[src/rtl/fifo_serial_pkg.sv]
// fifo_serial_pkg: shared types and constants for the FIFO serial drain stage.
// Contents: frame FSM state enum, default word width, idle line level.
package fifo_serial_pkg;

  localparam int unsigned DATA_W_DEF = 6;
  localparam logic        IDLE_LEVEL = 1'b1;

  typedef enum logic [2:0] {
    IDLE   = 3'd0,
    POP    = 3'd1,
    LOAD   = 3'd2,
    START  = 3'd3,
    DATA   = 3'd4,
    PARITY = 3'd5,
    STOP   = 3'd6
  } state_t;

endpackage

[src/rtl/fifo_serial_tx_baud_tick_gen.sv]
// baud_tick_gen: bit-time divider. Counts 0..CLKS_PER_BIT-1 and flags the
// terminal count; 'clear' holds the count at zero so each frame starts aligned.
// Ports: clk, rst_n (sync, active-low), clear (hold at zero), tick (terminal count).
module baud_tick_gen #(
  parameter int unsigned CLKS_PER_BIT = 4
) (
  input  logic clk,
  input  logic rst_n,
  input  logic clear,
  output logic tick
);

  localparam int unsigned     CNT_W = (CLKS_PER_BIT > 1) ? $clog2(CLKS_PER_BIT) : 1;
  localparam logic [CNT_W-1:0] TERM = CNT_W'(CLKS_PER_BIT - 1);

  logic [CNT_W-1:0] cnt_q;

  // Free-running bit-time counter, wraps at the terminal count.
  always_ff @(posedge clk) begin
    if (!rst_n || clear) begin
      cnt_q <= '0;
    end else if (cnt_q == TERM) begin
      cnt_q <= '0;
    end else begin
      cnt_q <= cnt_q + CNT_W'(1);
    end
  end

  assign tick = (cnt_q == TERM) && !clear;

endmodule

[src/rtl/fifo_serial_tx.sv]
// fifo_serial_tx: pops 6-bit words from a synchronous FIFO and sends each one
// LSB-first as start / data / [even parity] / stop on a single serial pin.
// Optional feature macro: FIFO_SERIAL_TX_PARITY_EN (adds the parity bit).
// Ports:
//   clk, rst_n        clock, synchronous active-low reset
//   i_enable          allows a new frame to start
//   i_fifo_empty      FIFO empty flag
//   i_fifo_dat        FIFO read data, valid the cycle after o_fifo_rd_en
//   o_fifo_rd_en      single-cycle pop strobe
//   o_tx              serial line, idles high
//   o_busy            high from POP through the end of the stop bit
module fifo_serial_tx
  import fifo_serial_pkg::*;
#(
  parameter int unsigned DATA_W       = DATA_W_DEF,
  parameter int unsigned CLKS_PER_BIT = 4
) (
  input  logic              clk,
  input  logic              rst_n,
  input  logic              i_enable,
  input  logic              i_fifo_empty,
  input  logic [DATA_W-1:0] i_fifo_dat,
  output logic              o_fifo_rd_en,
  output logic              o_tx,
  output logic              o_busy
);

  localparam int unsigned BIT_CNT_W = (DATA_W > 1) ? $clog2(DATA_W) : 1;
  localparam logic [BIT_CNT_W-1:0] LAST_BIT = BIT_CNT_W'(DATA_W - 1);

  state_t               state, state_next;
  logic [DATA_W-1:0]    shift_q, shift_next;
  logic [BIT_CNT_W-1:0] bit_cnt_q, bit_cnt_next;
  logic                 tick, baud_clear, can_pop;
  logic                 tx_d, rd_en_d, busy_d;

  assign can_pop    = i_enable && !i_fifo_empty;
  // Divider runs only while a bit is on the line; entering START finds it at zero.
  assign baud_clear = (state == IDLE) || (state == POP) || (state == LOAD);

  baud_tick_gen #(.CLKS_PER_BIT(CLKS_PER_BIT)) u_baud (
    .clk   (clk),
    .rst_n (rst_n),
    .clear (baud_clear),
    .tick  (tick)
  );

`ifdef FIFO_SERIAL_TX_PARITY_EN
  logic par_q;

  // Even parity of the word, taken as it is loaded.
  always_ff @(posedge clk) begin
    if (!rst_n) begin
      par_q <= 1'b0;
    end else if (state == LOAD) begin
      par_q <= ^i_fifo_dat;
    end
  end
`endif

  // State, datapath and output registers.
  always_ff @(posedge clk) begin
    if (!rst_n) begin
      state        <= IDLE;
      shift_q      <= '0;
      bit_cnt_q    <= '0;
      o_tx         <= IDLE_LEVEL;
      o_fifo_rd_en <= 1'b0;
      o_busy       <= 1'b0;
    end else begin
      state        <= state_next;
      shift_q      <= shift_next;
      bit_cnt_q    <= bit_cnt_next;
      o_tx         <= tx_d;
      o_fifo_rd_en <= rd_en_d;
      o_busy       <= busy_d;
    end
  end

  // Next state and datapath updates.
  always_comb begin
    state_next   = state;
    shift_next   = shift_q;
    bit_cnt_next = bit_cnt_q;
    case (state)
      IDLE:  if (can_pop) state_next = POP;
      POP:   state_next = LOAD;
      LOAD: begin
        shift_next   = i_fifo_dat;
        bit_cnt_next = '0;
        state_next   = START;
      end
      START: if (tick) state_next = DATA;
      DATA: begin
        if (tick) begin
          shift_next   = shift_q >> 1;
          bit_cnt_next = bit_cnt_q + BIT_CNT_W'(1);
          if (bit_cnt_q == LAST_BIT) begin
`ifdef FIFO_SERIAL_TX_PARITY_EN
            state_next = PARITY;
`else
            state_next = STOP;
`endif
          end
        end
      end
`ifdef FIFO_SERIAL_TX_PARITY_EN
      PARITY: if (tick) state_next = STOP;
`endif
      STOP:  if (tick) state_next = can_pop ? POP : IDLE;
      default: state_next = IDLE;
    endcase
  end

  // Output values for the upcoming cycle, registered above.
  always_comb begin
    tx_d    = IDLE_LEVEL;
    rd_en_d = 1'b0;
    busy_d  = 1'b1;
    case (state_next)
      IDLE:   busy_d  = 1'b0;
      POP:    rd_en_d = 1'b1;
      START:  tx_d    = 1'b0;
      DATA:   tx_d    = shift_next[0];
`ifdef FIFO_SERIAL_TX_PARITY_EN
      PARITY: tx_d    = par_q;
`endif
      default: ;
    endcase
  end

endmodule

[config.mk]
export PLATFORM = sky130hd
export DESIGN_NAME = fifo_serial_tx
export DESIGN_NICKNAME = d
export VERILOG_FILES = /design/src/rtl/fifo_serial_pkg.sv /design/src/rtl/fifo_serial_tx_baud_tick_gen.sv /design/src/rtl/fifo_serial_tx.sv
export SDC_FILE = /design/constraint.sdc
export NUM_CORES = 1
export LEC_CHECK = 0
export BUFFER_PORTS_ARGS = -buffer_cell sky130_fd_sc_hd__buf_2
export CAP_MARGIN = 15
export CORE_MARGIN = 2
export CORE_UTILIZATION = 55
export CTS_CLUSTER_SIZE = 24
export DETAILED_ROUTE_END_ITERATION = 6
export GPL_TIMING_DRIVEN = 0
export PLACE_DENSITY_LB_ADDON = 0.2
export SYNTH_ARGS = -nofsm -noshare
export SYNTH_HDL_FRONTEND = slang
export SYNTH_SLANG_ARGS = --single-unit
export TNS_END_PERCENT = 20
[constraint.sdc]
create_clock -name clk -period 2.8 [get_ports clk]
set_input_delay 0.56 -clock clk [delete_from_list [all_inputs] [get_ports clk]]
set_output_delay 0.56 -clock clk [all_outputs]
set_load 0.01 [all_outputs]
Yosys cells after proc, flatten, opt, wreduce, memory -nomap -nowiden
Cells that the tools add are included.

cells by class
  reductions and logical operators = 13
  divide/modulo/power cells = 0
  mux-type cells = 14
  bitwise logic cells = 0
  magnitude comparators = 0
  multipliers = 0
  equal/unequal tests = 11
  $add $sub $neg = 2
  shifts and indexed selects = 0

operators by type and width
  cell                                                             count
  3-bit two-way mux                                                6
  3-bit case mux with 6 select lines                               1
  3-bit == test, second input constant                             4
  6-bit case mux with 2 select lines                               1
  3-bit by 2-bit == test with 1-bit output, second input constant  3
  3-bit by 1-bit == test with 1-bit output, second input constant  2
  3-bit logical NOT                                                2
  6-bit two-way mux                                                1
  3-bit case mux with 2 select lines                               1
  3-bit by 1-bit adder with 3-bit output, second input constant    1
  1-bit logical NOT                                                3
  1-bit logical OR                                                 3
  1-bit two-way mux                                                3
  2-bit by 1-bit adder with 2-bit output, second input constant    1
  2-bit == test, second input constant                             1
  1-bit logical AND                                                2
  2-bit inequality test, second input constant                     1
  1-bit case mux with 2 select lines                               1
  2-bit AND reduction                                              1
  2-bit nonzero test                                               1
  2-bit OR reduction                                               1

word-level totals
  RAM bits = 0
  ROM bits = 0
  output and inout bits = 3
  register bits after elaboration = 17
  input bits = 10
  memories kept = 0
  logic and storage cells = 48
  latch bits = 0

Depth between registers and ports, before layout
Gate-level depths: netlist of run 1.

  depth after elaboration = 9
  mapped depth = 6
  mapped depth without buffers = 5

By module
From an unflattened synthesis of run 1, not the netlist that was laid out.

second synthesis, totals
  cell total of the unflattened synthesis = 78
  area total of the unflattened synthesis = 792.0 µm²

modules (own cells, without submodules)
  module          area each (µm²)  instances  cells an instance  sequential area each (µm²)
  fifo_serial_tx  703.2            1          72                 300.3
  baud_tick_gen   88.8             1          6                  40.0

Least setup slack after synthesis of run 1
OpenSTA, ideal clock, no wires.

  path kind = reg2reg
  from = register u_baud.cnt_q[0]
  to = register o_tx
  buffers on the path = 1
  data arrival time = 1346 ps
  clock period less this slack = 1479 ps
  data required time = 2667 ps
  library setup time = 133 ps
  path slack = 1321 ps
  stages on the path, launching flop included = 6
  cell sequence = dfxtp_1 -> ha_1 -> clkbuf_1 -> a32o_1 -> a221oi_1 -> a31oi_1

between the ends
  word-level cells in the longest chain between the ends = 6
  elaborated cells on any way between the ends = 11
  those cells by class = eq/ne (3); mux (7); reduce/logical (1)

RTL lines
  what                                                                       RTL line                                                           text
  from (decl)                                                                fifo_serial_tx_baud_tick_gen.sv:16                                 logic [CNT_W-1:0] cnt_q;
  from (signal assigned)                                                     fifo_serial_tx_baud_tick_gen.sv:25                                 cnt_q <= cnt_q + CNT_W'(1);
  2-bit == test *                                                            fifo_serial_tx_baud_tick_gen.sv:29                                 assign tick = (cnt_q == TERM) && !clear;
  1-bit logical AND *                                                        fifo_serial_tx_baud_tick_gen.sv:29
  3-bit two-way mux, on equally long branches                                fifo_serial_tx.sv:110, fifo_serial_tx.sv:93, fifo_serial_tx.sv:95
  3-bit case mux with 6 select lines                                         fifo_serial_tx.sv:85                                               case (state)
  3-bit == test or 3-bit by 2-bit == test with 1-bit output (tied branches)  fifo_serial_tx.sv:120                                              case (state_next)
  1-bit case mux with 2 select lines *                                       fifo_serial_tx.sv:120
  to (signal assigned)                                                       fifo_serial_tx.sv:74                                               o_tx <= tx_d;
  to (decl)                                                                  fifo_serial_tx.sv:24                                               output logic o_tx,

Every way passes the cells marked *; elsewhere a longest branch is shown, timed or not. The select of a mux whose other input is x is not followed.
A chain may end at the register's enable or synchronous reset.

Worst setup path after layout of run 1
Same ends and word-level chain as after synthesis.

==> results of run 1 <==
-- cells in the final DEF (no fill, tap or decap), types with 3 or more instances in the layout --
cell type	instances
a21boi_0	5
a21oi_1	6
a22oi_1	4
buf_2	14
clkbuf_1	3
clkbuf_4	3
dfxtp_1	17
ha_1	3
nand2_1	10
nand3_1	3
nor2_1	5
nor2b_1	5
o21ai_0	4
-- cell type report --
type	instances	area, µm²
fill	120	419
inverter	2	7.51
buffer	6	28.8
clock buffer	3	22.5
timing repair buffer	12	60.1
multi-input combinational	68	448
sequential	17	340
clock inverter	1	5.00
tap	15	18.8
-- stage by stage --
step                      hold WS [ns]  util, %  instance area, µm²  power [mW]
after floorplan                  0.408        -                 825       0.317
after global placement           0.418     66.9                 903       0.336
after detailed placement         0.421     66.9                 903       0.340
after CTS                        0.440     69.0                 931       0.466
after global routing             0.453     69.0                 931       0.490
final                            0.441     69.0                 931       0.465
-- registers in the layout, summed over array words and instances (netlist names) --
signal        cells
o_fifo_rd_en      1
u_baud.cnt_q      2
shift_q           6
o_tx              1
o_busy            1
state             3
bit_cnt_q         3
-- where the power goes --
part           leakage [nW]  internal, mW  switching (mW)
clock network        0.0177        0.0531          0.0769
registers             0.138         0.255         0.00822
logic                 0.204        0.0320          0.0400
-- how the worst max path moves through the flow --
stage                          startpoint              end  slack (ns)  cells after the start
2_1_floorplan  u_baud.cnt_q[0]$_SDFF_PP0_  o_tx$_SDFF_PN1_        1.32                      5
3_3_place_gp   u_baud.cnt_q[0]$_SDFF_PP0_  o_tx$_SDFF_PN1_        1.17                      5
3_5_place_dp   u_baud.cnt_q[0]$_SDFF_PP0_  o_tx$_SDFF_PN1_        1.16                      5
4_1_cts        u_baud.cnt_q[0]$_SDFF_PP0_  o_tx$_SDFF_PN1_        1.12                      5
5_1_grt        u_baud.cnt_q[0]$_SDFF_PP0_  o_tx$_SDFF_PN1_        1.01                      5
6_report       u_baud.cnt_q[0]$_SDFF_PP0_  o_tx$_SDFF_PN1_        1.11                      5
-- worst reg2reg max path, cell delays in order (launching register included) --
cell and delay (ns):
dfxtp_1 0.33, ha_1 0.25, clkbuf_1 0.22, a32o_1 0.30
a221oi_1 0.35, a31oi_1 0.14
-- logic make-up after synthesis --
| family | share of synthesized area [%] |
|---|---|
| simple gates | 24.4 |
| compound gates | 24.3 |
| flops | 41.3 |
| buf+inv | 4.40 |
| fa+ha+maj | 4.55 |
| xor+xnor | 1.06 |
-- routing by layer --
layer | global-route usage (%) | up-vias
met4 | 5.63 | 0
met5 | 0 | -
met3 | 7.66 | 2
met2 | 32.7 | 21
met1 | 25.9 | 340
li1 | - | 372
==> impl_metrics.yaml, run 1 <==
clock_tree:
  htreeDepth: 1
  numCtsBuffers: 3
  postCtsResizedCells: 0
  clk_latency_ns: 0.29
  postCtsSetupBuffers: 0
  cts_root_buf: "clkbuf_4"
  cts_buffer_depth: 2
  clk_pin_slew_ns: 0.10
  ctsHoldBuffers: 0
  cts.sinks: 17
  cts_tree: "yes"
timing:
  worst_slack_ns: 1.11
  finalHoldViolations: 0
  skew_ns: 0.0101
  setup_tns_ns: 0
  rsz0062_at_grt: "false"
  post-route-min-period_ns: 1.69
  relSlewSlack_pct: 63.3
  finalCritPeriodShare_pct: 60.3
  max_slew.worst_pin.slew_ns: 0.549
  slew_violations: 0
  max_freq_ghz: 0.592
  setup_viol: 0
synth:
  syn_area_um2: 825
  yosysWarnings: 0
  synth_top_area_share_pct: 41.3
  yosys_most_used_dff: "dfxtp_1"
  synth-seq-area-share_pct: 41.3
  synth_nets: 106
  yosysTopAreaCell: "dfxtp_1"
  syn-mean-instance-area_um2: 8.87
  synth_area_leaders: "dfxtp_1 41%, a21boi_0 4.6%, ha_1 4.6%"
  synthDistinctLibCells: 33
  ys_ff_latch: 17
  synth_cells: 93
  synth_common_cells: "17 x dfxtp_1, 10 x nand2_1, 6 x a21oi_1"
  async_reset_ff_share_pct: 0
  synth_most_common_cell: "dfxtp_1"
  synth_edf_count: 0
routing:
  firstDrtPassIters: 4
  detail_route.wl_per_cell_um: 13.1
  drt_wl_total_um: 1630
  drt-met1-wl_um: 798
  final_antenna_net_count: 0
  vias: 735
  wl_met3_um: 80
  vias_per_cell: 5.93
  met2_length_um: 733
  drc: 0
  drt_iter0_markers: 29
  maxUsedRoutingLayer: "met4"
run:
  maxCapViolCount: 0
grt:
  grt_pass1_wl_um: 2810
  grt_overflow: 0
  grt_util_all_layers_pct: 20.6
  grt_pass1_vias: 653
  antenna_found_initial: 0
  grt_max_degree: 11
cells_and_area:
  fin_nets: 123
  diodes: 0
  drive_above_1_share_pct: 18.3
  final_cells: 124
  area_growth_pct: 12.9
setup_path:
  cp.required_ns: 2.97
  cp.arrival_ns: 1.86
  cp_cell_sequence: "ha_1 > clkbuf_1 > a32o_1 > a221oi_1 > a31oi_1"
  endpoint_kind: "flop"
  crit_path_max_incr_delay_ns: 0.35
  crit_path_top_delay_cell: "a221oi_1"
  cp.buffers_inverters: 1
  crit_fanout: 10
  timing.rr.start: "u_baud.cnt_q[0]$_SDFF_PP0_"
  cp_top_family: "compound AO/OA/AOI/OAI gates"
  worstReg2RegEnd: "o_tx$_SDFF_PN1_"
  r2r_setup_slack_ns: 1.11
  crit_type: "flop to flop"
  worstSetupStartpointType: "flop"
  worstRegToRegCells: 5
min_path:
  hold_path_end: "u_baud.cnt_q[0]$_SDFF_PP0_"
  hold_path_class: "flop to flop"
  hold_start: "u_baud.cnt_q[0]$_SDFF_PP0_"
  hold_depth: 1
power_and_ir_drop:
  p_per_area_nw_per_um2: 499
  ir_worst_vdd_mv: 0.362
  leakage_nw: 0.361
run_status:
  status: "finished clean"
floorplan:
  die-area_um2: 1830
  start_util_pct: 61.1
  dieWidth_um: 42.7
  core-area_um2: 1350
  fp-row-count: 13
  ioPinCount: 13
  die-height_um: 42.7
place:
  port_buffers: 12
  globalplace.congestion: 0.796
  dp_hpwl_um: 1170
  place_ws_ns: 1.16
  placed_cells: 120
No activity file was read; power rests on OpenSTA's default activity.
==> inputs of run 2 (changes only) <==
--- a/config.mk
+++ b/config.mk
@@ -8,7 +8,7 @@
 export BUFFER_PORTS_ARGS = -buffer_cell sky130_fd_sc_hd__buf_2
 export CAP_MARGIN = 15
 export CORE_MARGIN = 2
-export CORE_UTILIZATION = 55
+export CORE_UTILIZATION = 48
 export CTS_CLUSTER_SIZE = 24
 export DETAILED_ROUTE_END_ITERATION = 6
 export GPL_TIMING_DRIVEN = 0
==> constraint.sdc (replaced) <==
create_clock -name clk -period 1.4 [get_ports clk]
set_input_delay 0.28 -clock clk [delete_from_list [all_inputs] [get_ports clk]]
set_output_delay 0.28 -clock clk [all_outputs]
set_load 0.01 [all_outputs]
==> impl_metrics.yaml, run 2 (synthesis results as in run 1) <==
run_status:
  status: "finished clean"
setup_path:
  cp.arrival_ns: 1.54
  cp_cell_sequence: "ha_4 > buf_8 > a32o_2 > a221oi_2 > a31oi_1"
  worstSetupStartpointType: "flop"
  endpoint_kind: "flop"
  cp.required_ns: 1.56
  crit_fanout: 10
  crit_path_top_delay_cell: "dfxtp_2"
  crit_path_max_incr_delay_ns: 0.34
  crit_type: "flop to flop"
clock_tree:
  cts_buffer_depth: 2
  ctsHoldBuffers: 0
  cts_tree: "yes"
  cts.sinks: 17
  clk_pin_slew_ns: 0.09
  numCtsBuffers: 3
  cts_root_buf: "clkbuf_4"
  clk_latency_ns: 0.29
  htreeDepth: 1
power_and_ir_drop:
  ir_worst_vdd_mv: 0.580
  p_per_area_nw_per_um2: 930
  total_power_mw: 0.949
  leakage_nw: 0.397
cells_and_area:
  postLayoutCellArea_um2: 1020
  fin_util_pct: 65.5
  fin_nets: 127
  top_register: "shift_q"
  layout_common_cells: "13 x buf_2, 13 x dfxtp_1, 10 x nand2_1"
  largest_reg_flops: 6
  fillers: 149
  area_growth_pct: 23.8
  reg.largest.list: "shift_q: 6 flops, bit_cnt_q: 3 flops, state: 3 flops"
  diodes: 0
  drive_above_1_share_pct: 29.2
place:
  dp_hpwl_um: 1190
  port_buffers: 12
  globalplace.congestion: 0.769
  place_area_um2: 912
  place_ws_ns: -0.187
run:
  maxCapViolCount: 0
grt:
  grt_overflow: 0
  grt_util_all_layers_pct: 19.7
  grt_max_degree: 11
  antenna_found_initial: 0
  grt_pass1_wl_um: 2870
  grt_pass1_vias: 644
floorplan:
  die-height_um: 45.4
  ioPinCount: 13
  dieWidth_um: 45.4
  start_util_pct: 52.9
  die-area_um2: 2070
  fp-row-count: 14
  core-area_um2: 1560
routing:
  vias_per_cell: 5.78
  vias: 746
  final_antenna_net_count: 0
  drt_iter0_markers: 11
  detail_route.wl_per_cell_um: 13.4
  drt_wl_total_um: 1730
  firstDrtPassIters: 4
  drc: 0
timing:
  finalHoldViolations: 0
  setup_viol: 0
  skew_ns: 0.00266
  finalCritPeriodShare_pct: 99.0
  max_freq_ghz: 0.721
  slew_violations: 0
  worst_slack_ns: 0.0133
  max_slew.worst_pin.slew_ns: 0.419
  rsz0062_at_grt: "true"
  relSlewSlack_pct: 72.0
  holdWs_ns: 0.271
  post-route-min-period_ns: 1.39
min_path:
  hold_path_class: "input port to flop"
run 2: layout make-up:
| class | count | area (µm²) | share of cell area [%] |
|---|---|---|---|
| Inverter | 2 | 7.51 | 0.735 |
| Timing Repair Buffer | 16 | 90.1 | 8.82 |
| Tap cell | 16 | 20.0 | 1.96 |
| Clock buffer | 4 | 26.3 | 2.57 |
| Multi-Input combinational cell | 68 | 480 | 47.1 |
| Sequential cell | 17 | 350 | 34.3 |
| Buffer | 6 | 46.3 | 4.53 |
run 2: metrics by stage:
stage	setup TNS, ns	cells
finish	0	129
CTS	-0.0108	129
global route	-0.238	129
global placement	-0.658	121
floorplan	0	93
detailed placement	-1.05	121
run 2: routing by layer:
metal  global-route usage [%]  wire length, µm  up-vias
li1                         -                -      380
met1                     25.3              830      351
met2                     31.8              827       11
met3                     2.38               34        4
met4                     10.6               41        0
met5                        0                0        -
run 2: critical path: cells and delay by family, from the launching register on:
kind,cells,cell delay (ns)
compound gates,3,0.61
flops,1,0.34
fa+ha+maj,1,0.17
buf+inv,1,0.13
run 2: final timing paths:
check / slack [ns] / from / cells after the start / end
worst min register to register: 0.44 / u_baud.cnt_q[0]$_SDFF_PP0_ / 1 / u_baud.cnt_q[0]$_SDFF_PP0_
worst max-delay path: 0.01 / u_baud.cnt_q[0]$_SDFF_PP0_ / 5 / o_tx$_SDFF_PN1_
worst max register to register: 0.01 / u_baud.cnt_q[0]$_SDFF_PP0_ / 5 / o_tx$_SDFF_PN1_
worst min-delay path: 0.27 / i_fifo_dat[3] / 3 / shift_q[3]$_SDFFE_PN0P_
run 2: what timing repair did:
action | in CTS | in global routing
setup buffers | 4 | 0
gates resized for setup | 9 | 11
endpoints found under the setup margin | 10 | 11
pin swaps | 2 | 5
run 2: power breakdown:
| group | internal [mW] | switching (mW) | total (mW) |
|---|---|---|---|
| sequential | 0.508 | 0.0172 | 0.525 |
| clock | 0.111 | 0.144 | 0.254 |
| combinational | 0.0816 | 0.0883 | 0.170 |
==> inputs of run 3 (changes only) <==
--- a/config.mk
+++ b/config.mk
@@ -9,6 +9,7 @@
 export CAP_MARGIN = 15
 export CORE_MARGIN = 2
 export CORE_UTILIZATION = 48
+export CTS_BUF_LIST = sky130_fd_sc_hd__clkbuf_16
 export CTS_CLUSTER_SIZE = 24
 export DETAILED_ROUTE_END_ITERATION = 6
 export GPL_TIMING_DRIVEN = 0
==> impl_metrics.yaml, run 3 (synthesis results as in run 1) <==
grt:
  antenna_found_initial: 0
  grtUsageMet3_pct: 3.97
  grt_util_met2_pct: 33.5
  grt_pass1_vias: 728
  grt_use_met1_pct: 26.3
  grt_overflow: 0
  grt_pass1_wl_um: 3100
  grt_max_degree: 11
  grt.busiest_layer: "met2"
  grt_util_all_layers_pct: 20.9
cells_and_area:
  area_growth_pct: 30.8
  layout_common_cells: "13 x buf_2, 12 x dfxtp_1, 10 x nand2_1"
  fillers: 130
  largest_reg_flops: 6
  diodes: 0
  register_area_um2: 352
  multi_input_area_um2: 480
  fin_nets: 127
  top_register: "shift_q"
  drive_above_1_share_pct: 30.1
  final_cells: 129
  final_common_cell: "buf_2"
  reg.largest.list: "shift_q: 6 flops, bit_cnt_q: 3 flops, state: 3 flops"
routing:
  firstDrtPassIters: 4
  detail_route.wl_per_cell_um: 14.1
  drc: 0
  drt_iter0_markers: 10
  final_antenna_net_count: 0
  vias: 758
  drt_wl_total_um: 1810
  vias_per_cell: 5.88
power_and_ir_drop:
  total_power_mw: 1.25
  leakage_nw: 0.426
  p_per_area_nw_per_um2: 1160
  ir_worst_vdd_mv: 0.944
run:
  maxCapViolCount: 0
timing:
  skew_ns: 0.00249
  finalCritPeriodShare_pct: 98.8
  setup_viol: 0
  post-route-min-period_ns: 1.38
  slew_violations: 0
  rsz0062_at_grt: "true"
  max_freq_ghz: 0.723
  finalHoldViolations: 0
  relSlewSlack_pct: 73.2
  max_slew.worst_pin.slew_ns: 0.401
floorplan:
  ioPinCount: 13
  dieWidth_um: 45.4
  core-area_um2: 1560
  die-height_um: 45.4
  fp-row-count: 14
  start_util_pct: 52.9
  die-area_um2: 2070
clock_tree:
  cts.sinks: 17
  clk_latency_ns: 0.24
  numCtsBuffers: 3
  htreeDepth: 1
  clk_pin_slew_ns: 0.05
  cts_tree: "yes"
  cts_buffer_depth: 2
  cts_root_buf: "clkbuf_16"
setup_path:
  cp.required_ns: 1.51
  crit_path_top_delay_cell: "dfxtp_2"
  crit_type: "flop to flop"
  crit_fanout: 10
  endpoint_kind: "flop"
  worstSetupStartpointType: "flop"
  crit_path_max_incr_delay_ns: 0.33
  cp_cell_sequence: "ha_4 > buf_8 > a32o_2 > a221oi_2 > a31oi_1"
  cp.buffers_inverters: 1
  cp.arrival_ns: 1.49
  cp_top_family: "compound AO/OA/AOI/OAI gates"
run_status:
  status: "finished clean"
min_path:
  hold_path_class: "input port to flop"
place:
  dp_hpwl_um: 1190
  globalplace.congestion: 0.769
  placed_cells: 121
  port_buffers: 12
## run 3: cell types whose count changed in the layout (fill, tap and decap cells not counted)
cell       before  now
clkbuf_16       0    3
clkbuf_4        3    0
buf_4           5    4
buf_6           1    2
clkbuf_1        3    2
dfxtp_1        13   12
dfxtp_2         2    3
inv_1           2    3
## run 3: report_power, final
part | internal (mW) | switching, mW | total [mW]
Combinational | 0.0837 | 0.0887 | 0.172
Clock | 0.378 | 0.174 | 0.552
Sequential | 0.511 | 0.0189 | 0.530
## run 3: cell type report
cell class	count	share of cell area [%]
buffer	6	4.64
clock buffer	3	6.96
clock inverter	1	0.348
inverter	2	0.696
multi-input combinational	68	44.5
sequential	17	32.6
tap	16	1.86
timing repair buffer	16	8.35
## run 3: final timing paths
| path | from | cells after the start | endpoint | slack [ns] |
|---|---|---|---|---|
| min reg2reg | u_baud.cnt_q[0]$_SDFF_PP0_ | 1 | u_baud.cnt_q[0]$_SDFF_PP0_ | 0.44 |
| min | i_fifo_dat[3] | 3 | shift_q[3]$_SDFFE_PN0P_ | 0.32 |
| max | u_baud.cnt_q[0]$_SDFF_PP0_ | 5 | o_tx$_SDFF_PN1_ | 0.02 |
| max reg2reg | u_baud.cnt_q[0]$_SDFF_PP0_ | 5 | o_tx$_SDFF_PN1_ | 0.02 |
## run 3: stage by stage
| stage | area, µm² | setup slack, ns | util, % | hold slack (ns) | TNS (ns) |
|---|---|---|---|---|---|
| final | 1080 | 0.0162 | 69.2 | 0.321 | 0 |
| after global routing | 1080 | -0.0446 | 69.2 | 0.366 | -0.113 |
| after floorplan | 832 | 0.00760 | - | 0.408 | 0 |
| after detailed placement | 912 | -0.187 | 58.5 | 0.428 | -1.05 |
| after CTS | 1050 | -0.0149 | 67.7 | 0.342 | -0.0149 |
| after global placement | 912 | -0.139 | 58.5 | 0.418 | -0.658 |
## run 3: worst reg2reg max path, stage by stage, from the launching register on
cell and delay (ns):
dfxtp_2 0.33, ha_4 0.17, buf_8 0.13, a32o_2 0.25
a221oi_2 0.26, a31oi_1 0.11
## run 3: timing repair
item,CTS,global route
cloned,0,0
hold endpoints to repair,0,0
hold buffers,0,0
pin swaps,2,5
gates resized for setup,9,13
endpoints found under the setup margin,10,11
setup buffers,4,0
## run 3: routing by layer
layer | part of all wire [%] | vias up
met5 | 0 | -
met4 | 1.4 | 0
met3 | 1.9 | 5
met2 | 47 | 8
met1 | 50 | 363
li1 | - | 382
